**src/rtl/pipe_stage_reg.sv**
```systemverilog
// Elastic inter-stage pipeline register with valid/ready handshake, flush,
// bubble-gated control outputs and a saturating stall counter.
// Optional one-entry skid buffer when PIPE_STAGE_SKID_EN is defined.
module pipe_stage_reg #(
  parameter int unsigned CTRL_W = 5,
  parameter int unsigned DATA_W = 32,
  parameter int unsigned PC_W   = 32,
  parameter int unsigned CNT_W  = 16
) (
  input  logic              clk,
  input  logic              rst,
  input  logic              flush,
  input  logic              in_valid,
  output logic              in_ready,
  input  logic [CTRL_W-1:0] in_ctrl,
  input  logic [DATA_W-1:0] in_data,
  input  logic [PC_W-1:0]   in_pc,
  output logic              out_valid,
  input  logic              out_ready,
  output logic [CTRL_W-1:0] out_ctrl,
  output logic [DATA_W-1:0] out_data,
  output logic [PC_W-1:0]   out_pc,
  output logic [CNT_W-1:0]  stall_cnt
);

  logic              r_valid;
  logic [CTRL_W-1:0] r_ctrl;
  logic [DATA_W-1:0] r_data;
  logic [PC_W-1:0]   r_pc;
  logic [CNT_W-1:0]  r_stall_cnt;

  logic w_in_fire;
  logic w_out_fire;

  assign w_in_fire  = in_valid & in_ready;
  assign w_out_fire = r_valid & out_ready;

  // Bubbles present all-zero control so they can never write state downstream.
  assign out_valid = r_valid;
  assign out_ctrl  = r_valid ? r_ctrl : '0;
  assign out_data  = r_data;
  assign out_pc    = r_pc;
  assign stall_cnt = r_stall_cnt;

  always_ff @(posedge clk) begin
    if (rst) begin
      r_stall_cnt <= '0;
    end else if (r_valid && !out_ready && (r_stall_cnt != '1)) begin
      r_stall_cnt <= r_stall_cnt + CNT_W'(1);
    end
  end

`ifdef PIPE_STAGE_SKID_EN
  logic              r_skid_valid;
  logic [CTRL_W-1:0] r_skid_ctrl;
  logic [DATA_W-1:0] r_skid_data;
  logic [PC_W-1:0]   r_skid_pc;

  // Ready depends only on registers, cutting the out_ready -> in_ready path.
  assign in_ready = !flush && !r_skid_valid;

  always_ff @(posedge clk) begin
    if (rst) begin
      r_valid      <= 1'b0;
      r_ctrl       <= '0;
      r_data       <= '0;
      r_pc         <= '0;
      r_skid_valid <= 1'b0;
      r_skid_ctrl  <= '0;
      r_skid_data  <= '0;
      r_skid_pc    <= '0;
    end else if (flush) begin
      r_valid      <= 1'b0;
      r_skid_valid <= 1'b0;
    end else if (w_out_fire && r_skid_valid) begin
      r_ctrl <= r_skid_ctrl;
      r_data <= r_skid_data;
      r_pc   <= r_skid_pc;
      if (w_in_fire) begin
        r_skid_ctrl <= in_ctrl;
        r_skid_data <= in_data;
        r_skid_pc   <= in_pc;
      end else begin
        r_skid_valid <= 1'b0;
      end
    end else if (w_in_fire) begin
      if (r_valid && !w_out_fire) begin
        r_skid_ctrl  <= in_ctrl;
        r_skid_data  <= in_data;
        r_skid_pc    <= in_pc;
        r_skid_valid <= 1'b1;
      end else begin
        r_ctrl  <= in_ctrl;
        r_data  <= in_data;
        r_pc    <= in_pc;
        r_valid <= 1'b1;
      end
    end else if (w_out_fire) begin
      r_valid <= 1'b0;
    end
  end
`else
  assign in_ready = !flush && (!r_valid || out_ready);

  // Payload loads only on input fire; it stays stale while the stage is empty.
  always_ff @(posedge clk) begin
    if (rst) begin
      r_valid <= 1'b0;
      r_ctrl  <= '0;
      r_data  <= '0;
      r_pc    <= '0;
    end else if (flush) begin
      r_valid <= 1'b0;
    end else if (w_in_fire) begin
      r_ctrl  <= in_ctrl;
      r_data  <= in_data;
      r_pc    <= in_pc;
      r_valid <= 1'b1;
    end else if (w_out_fire) begin
      r_valid <= 1'b0;
    end
  end
`endif

endmodule

```
**config.mk**
```make
export PLATFORM = sky130hd
export DESIGN_NAME = pipe_stage_reg
export DESIGN_NICKNAME = d
export VERILOG_FILES = /design/src/rtl/pipe_stage_reg.sv
export SDC_FILE = /design/constraint.sdc
export NUM_CORES = 1
export LEC_CHECK = 0
export CAP_MARGIN = 40
export CORE_ASPECT_RATIO = 0.6
export CORE_MARGIN = 1
export CORE_UTILIZATION = 40
export CTS_CLUSTER_SIZE = 16
export DETAILED_ROUTE_END_ITERATION = 10
export PLACE_DENSITY = 0.86
export SLEW_MARGIN = 20
export SYNTH_ARGS = -nofsm -noshare
export SYNTH_HDL_FRONTEND = slang
export SYNTH_SLANG_ARGS = --single-unit
export TNS_END_PERCENT = 5
```
**constraint.sdc**
```tcl
create_clock -name clk -period 2.14 [get_ports clk]
set_clock_uncertainty 0.2 [all_clocks]
set_input_delay 0.535 -clock clk [delete_from_list [all_inputs] [get_ports clk]]
set_output_delay 0.535 -clock clk [all_outputs]
set_load 0.01 [all_outputs]
```
Word level (Yosys, flattened, before mapping)
Index checks and enable logic that the tools add are counted.
{"block": "totals", "reg_bits": 86, "latchBits": 0, "ramBits": 0, "mem_bits_ro": 0, "in_bits": 74, "out_inout_bits": 87, "elab_cells": 23, "memories": 0}
{"block": "classes", "n_addsub": 1, "mul": 0, "div": 0, "n_lt_le_gt_ge": 0, "n_eq_ne": 1, "shift": 0, "mux": 3, "bitwise_logic": 3, "reduce_logical": 10}
{"operator": "adder 16 x 1 -> 16 bit, second input constant", "n": 1}
{"operator": "inequality test 16 bit, second input constant", "n": 1}
{"operator": "2-to-1 mux 5 bit", "n": 1}
{"operator": "logical AND 1 bit", "n": 3}
{"operator": "zero test 1 bit", "n": 3}
{"operator": "bitwise AND 1 bit", "n": 2}
{"operator": "2-to-1 mux 1 bit", "n": 2}
{"operator": "AND reduction 2 bit", "n": 1}
{"operator": "nonzero test 2 bit", "n": 1}
{"operator": "OR reduction 2 bit", "n": 1}
{"operator": "logical OR 1 bit", "n": 1}
{"operator": "NOT 1 bit", "n": 1}

Logic depth before layout (Yosys ltp)
{"block": "depth", "word_depth": 5, "mapped_depth": 7, "depth_no_buf": 5}

Least setup slack after synthesis
Ideal clock, no wire load.
{"block": "synth_path", "path_type": "register -> register", "from": "reg r_stall_cnt[0], in the netlist stall_cnt[0]", "to": "reg r_stall_cnt[1], in the netlist stall_cnt[1]", "setup_time_ps": 115, "t_arrival_ps": 1554, "required_time_ps": 1825, "slack_ps": 271, "path_stages_with_launch": 7, "path_buffers": 1, "period_less_slack_ps": 1869, "path_cell_list": "dfxtp_1 > ha_1 > nand4_2 > nor4_4 > buf_4 > nor3b_1 > o21a_1"}
{"block": "synth_via", "elab_chain_cells": 2, "word_cells_on_any_way": 3, "classes_between": "1 x add/sub; 1 x eq/ne; 1 x reduce/logical"}
{"element": "start, declared", "line_no": "30", "text": "logic [CNT_W-1:0] r_stall_cnt;"}
{"element": "start signal, assigned", "line_no": "49", "text": "r_stall_cnt <= r_stall_cnt + CNT_W'(1);"}
{"element": "parallel branches: the longest is 2 deep, another holds adder 16 x 1 -> 16 bit"}
Parallel ways; which one is timed is not known.
A chain may end at the register's enable or synchronous reset.

Worst setup path in the final report
{"block": "layout_path", "from": "reg r_stall_cnt[12], in the netlist stall_cnt[12]", "to": "out stall_cnt[12]"}
{"element": "end, declared", "line_no": "23", "text": "output logic [CNT_W-1:0] stall_cnt"}
No word-level cell between the ends.

==> qor.tcl <==
set qor(powerDensity_nw_per_um2) 696
set qor(grtUsageTotal_pct) 21.3
set qor(area_growth_syn_to_layout_pct) 63.8
set qor(cell_type_group_with_the_largest_total_delay_on_the_critical_path) {buffers and inverters}
set qor(htree_levels) 3
set qor(instances_no_fill) 677
set qor(grt_setup_unrepaired) {no}
set qor(critical_path_class) {flop to output pin}
set qor(postPlaceCellArea_um2) 5040
set qor(critical_path_required_ps) 1400
set qor(post_route_cells_drive_above_1_share_pct) 8.96
set qor(run_status) {complete, no violations}
set qor(ioPinCount) 161
set qor(portBuffers) 160
set qor(final.setup.worst_slack_ps) 64.6
set qor(syn_area_per_cell_um2) 8.16
set qor(fin_tns_setup_ps) 0
set qor(leakagePower_nw) 1.98
set qor(yosys-top-cells-count) {143 x sky130_fd_sc_hd__nand2_1, 86 x sky130_fd_sc_hd__dfxtp_1, 77 x sky130_fd_sc_hd__a21oi_1}
set qor(cp_max_fo) 7
set qor(synthFlopType) {sky130_fd_sc_hd__dfxtp_1}
set qor(coreArea_um2) 7910
set qor(cp-end-kind) {output pin}
set qor(worst_slew_margin_rel_pct) 75.3
set qor(detailedRoute.firstIterationViolations) 137
set qor(drv_slew) 0
set qor(largest_net_degree_at_the_start_of_global_routing) 82
set qor(post_synth_num_cell_types) 44
set qor(grt_pass1_wl_um) 14400
set qor(dp.cells) 658
set qor(cts.sink_count) 86
set qor(critPathBufInv) 1
set qor(grt.overflow.total) 0
set qor(timing.final.crit_period_ps) 2080
set qor(final.hold.worst_slack_ps) 250
set qor(cts_buffer_depth) 2
set qor(synth_cells) 404
set qor(antenna_found_initial) 0
set qor(vias_in_the_first_global_route) 3072
set qor(die-height_um) 72.3
set qor(insertedDiodeCount) 0
set qor(count_of_flip_flops_with_a_built_in_enable_after_synthesis) 0
set qor(worst_path_max_delay_cell) {sky130_fd_sc_hd__clkdlybuf4s50_1}
set qor(synth_area_leaders) {sky130_fd_sc_hd__dfxtp_1 52%, sky130_fd_sc_hd__nand2_1 16%, sky130_fd_sc_hd__a21oi_1 12%}
set qor(layout.cell_area.non_filler_um2) 5400
set qor(average_wire_length_per_cell_after_detail_routing_um) 14.1
set qor(layout_worst_path_cycle_share_pct) 97.0
set qor(place_congestion) 0.786
set qor(async_reset_ff_share_pct) 0
set qor(area_leader_netlist) {sky130_fd_sc_hd__dfxtp_1}
set qor(yosysWarningCount) 0
set qor(timing.critical_path.arrival_ps) 1340
set qor(cts_root_buf) {sky130_fd_sc_hd__clkbuf_16}
set qor(reg2reg_from) {stall_cnt[0]}
set qor(fillCellCount) 630
set qor(cts_inserted_buffers) 9
set qor(initial_utilization_pct) 41.7
set qor(cts_hold_buffers) 0
set qor(firstDrtPassIters) 4
set qor(place_worst_setup_slack_ps) -412
set qor(max_cap_violations) 0
set qor(hold_start) {r_ctrl[1]}
set qor(worst_hold_path_type) {flop to flop}
set qor(vdd_ir_drop_max_mv) 0.438
set qor(fp_rows) 25
set qor(timing.critical_path.cells) {clkdlybuf4s50_1}
set qor(hold_viol) 0
set qor(p_total_mw) 3.76
set qor(routed_via_count) 3354
set qor(cts_tree) {built}
set qor(route.detailed.drc) 0
set qor(finish.net_count) 639
set qor(avgViaCountPerCell) 4.95
set qor(synth.top_cell.area_share_pct) 52.2
set qor(insertion_delay_ps) 330
set qor(fp.dieW_um) 119
set qor(antenna_violating_nets_post_route) 0
set qor(timing.critical_path.slowest_cell_delay_ps) 580
set qor(clk_pin_slew_ps) 60
set qor(floorplan.die_area_um2) 8620
set qor(synth_seq_area_share_pct) 52.2
set qor(yosysMostFrequentCell) {sky130_fd_sc_hd__nand2_1}
set qor(dp_hpwl_um) 6570
set qor(worst_setup_path_startpoint) {stall_cnt[12]}
set qor(timing_worst_slew_pin_value_ps) 370
set qor(syn_nets) 479
set qor(netlist_area_um2) 3300
set qor(synth_seq_cells) 86
set qor(fin_util_pct) 68.2
set qor(wl_um) 9570
set qor(final-setup-viol-count) 0
set qor(max_frequency_mhz) 482
set qor(cp-start-kind) {flop}
==> cells in the final DEF, fill, tap and decap left out, types with 3 or more instances in the layout <==
cell type,synthesis,final
sky130_fd_sc_hd__nor2_1,7,6
sky130_fd_sc_hd__nor3_1,3,3
sky130_fd_sc_hd__nand3_1,5,5
sky130_fd_sc_hd__clkbuf_8,1,3
sky130_fd_sc_hd__clkdlybuf4s50_1,0,152
sky130_fd_sc_hd__o31ai_1,5,5
sky130_fd_sc_hd__buf_4,1,11
sky130_fd_sc_hd__dlygate4sd2_1,0,5
sky130_fd_sc_hd__or3_1,3,3
sky130_fd_sc_hd__dfxtp_1,86,82
sky130_fd_sc_hd__clkbuf_16,0,10
sky130_fd_sc_hd__dfxtp_2,0,3
sky130_fd_sc_hd__inv_1,3,3
sky130_fd_sc_hd__and2_1,5,5
sky130_fd_sc_hd__o21a_1,4,4
sky130_fd_sc_hd__nor4_1,3,3
sky130_fd_sc_hd__a21oi_1,77,77
sky130_fd_sc_hd__buf_12,0,3
sky130_fd_sc_hd__nand2_1,143,143
sky130_fd_sc_hd__o21ai_0,3,3
sky130_fd_sc_hd__or4_1,4,4
==> cell type report <==
| class | instances | area, um^2 | share of cell area, % |
|---|---|---|---|
| inverters | 3 | 11.3 | 0.209 |
| clock inverters | 4 | 53.8 | 0.996 |
| multi-input cells | 289 | 1450 | 26.8 |
| repair buffers | 175 | 1760 | 32.5 |
| clock buffers | 12 | 267 | 4.94 |
| flip-flops and latches | 86 | 1730 | 32.0 |
| well taps | 108 | 135 | 2.50 |
==> cells by family after synthesis <==
family / share of synthesized area, %
DFF: 52.2
xor gates and xnor gates: 0.266
adders and majority gates: 0.379
and+or+nand+nor: 26.7
buffers and inverters: 4.10
AOI/OAI and AO/OA: 16.0
muxes: 0.342
==> registers in the layout, summed over array words and instances, names as in the netlist <==
name and flops:
out_data 32, out_pc 32, stall_cnt 16, r_ctrl 5, out_valid 1
==> routing by layer <==
metal	GRT usage (%)	up-vias	wire length, um	share of wire (%)
met3	9.36	13	872	9.1
met1	24.5	1538	4090	43
met5	0	-	0	0
met2	35.9	119	4480	47
met4	7.03	0	129	1.3
li1	-	1684	-	-
==> worst paths after layout <==
check / endpoint / slack (ps) / cells after the start
setup / recovery: stall_cnt[12] / 60 / 1
hold / removal: r_ctrl[1] / 250 / 2
setup reg to reg: stall_cnt[1] / 170 / 6
hold reg to reg: r_ctrl[1] / 250 / 2
==> where the power goes <==
| group | switching [mW] | internal, mW |
|---|---|---|
| sequential | 0.0338 | 1.66 |
| clock | 0.598 | 1.00 |
| combinational | 0.193 | 0.273 |
==> repair_timing <==
action | CTS | global route
cloned | 0 | 1
endpoints found under the setup margin | 8 | 22
pin swaps | 0 | 1
resized for setup | 12 | 4
buffers inserted | 0 | 2
No activity file was read; power rests on OpenSTA's default activity.
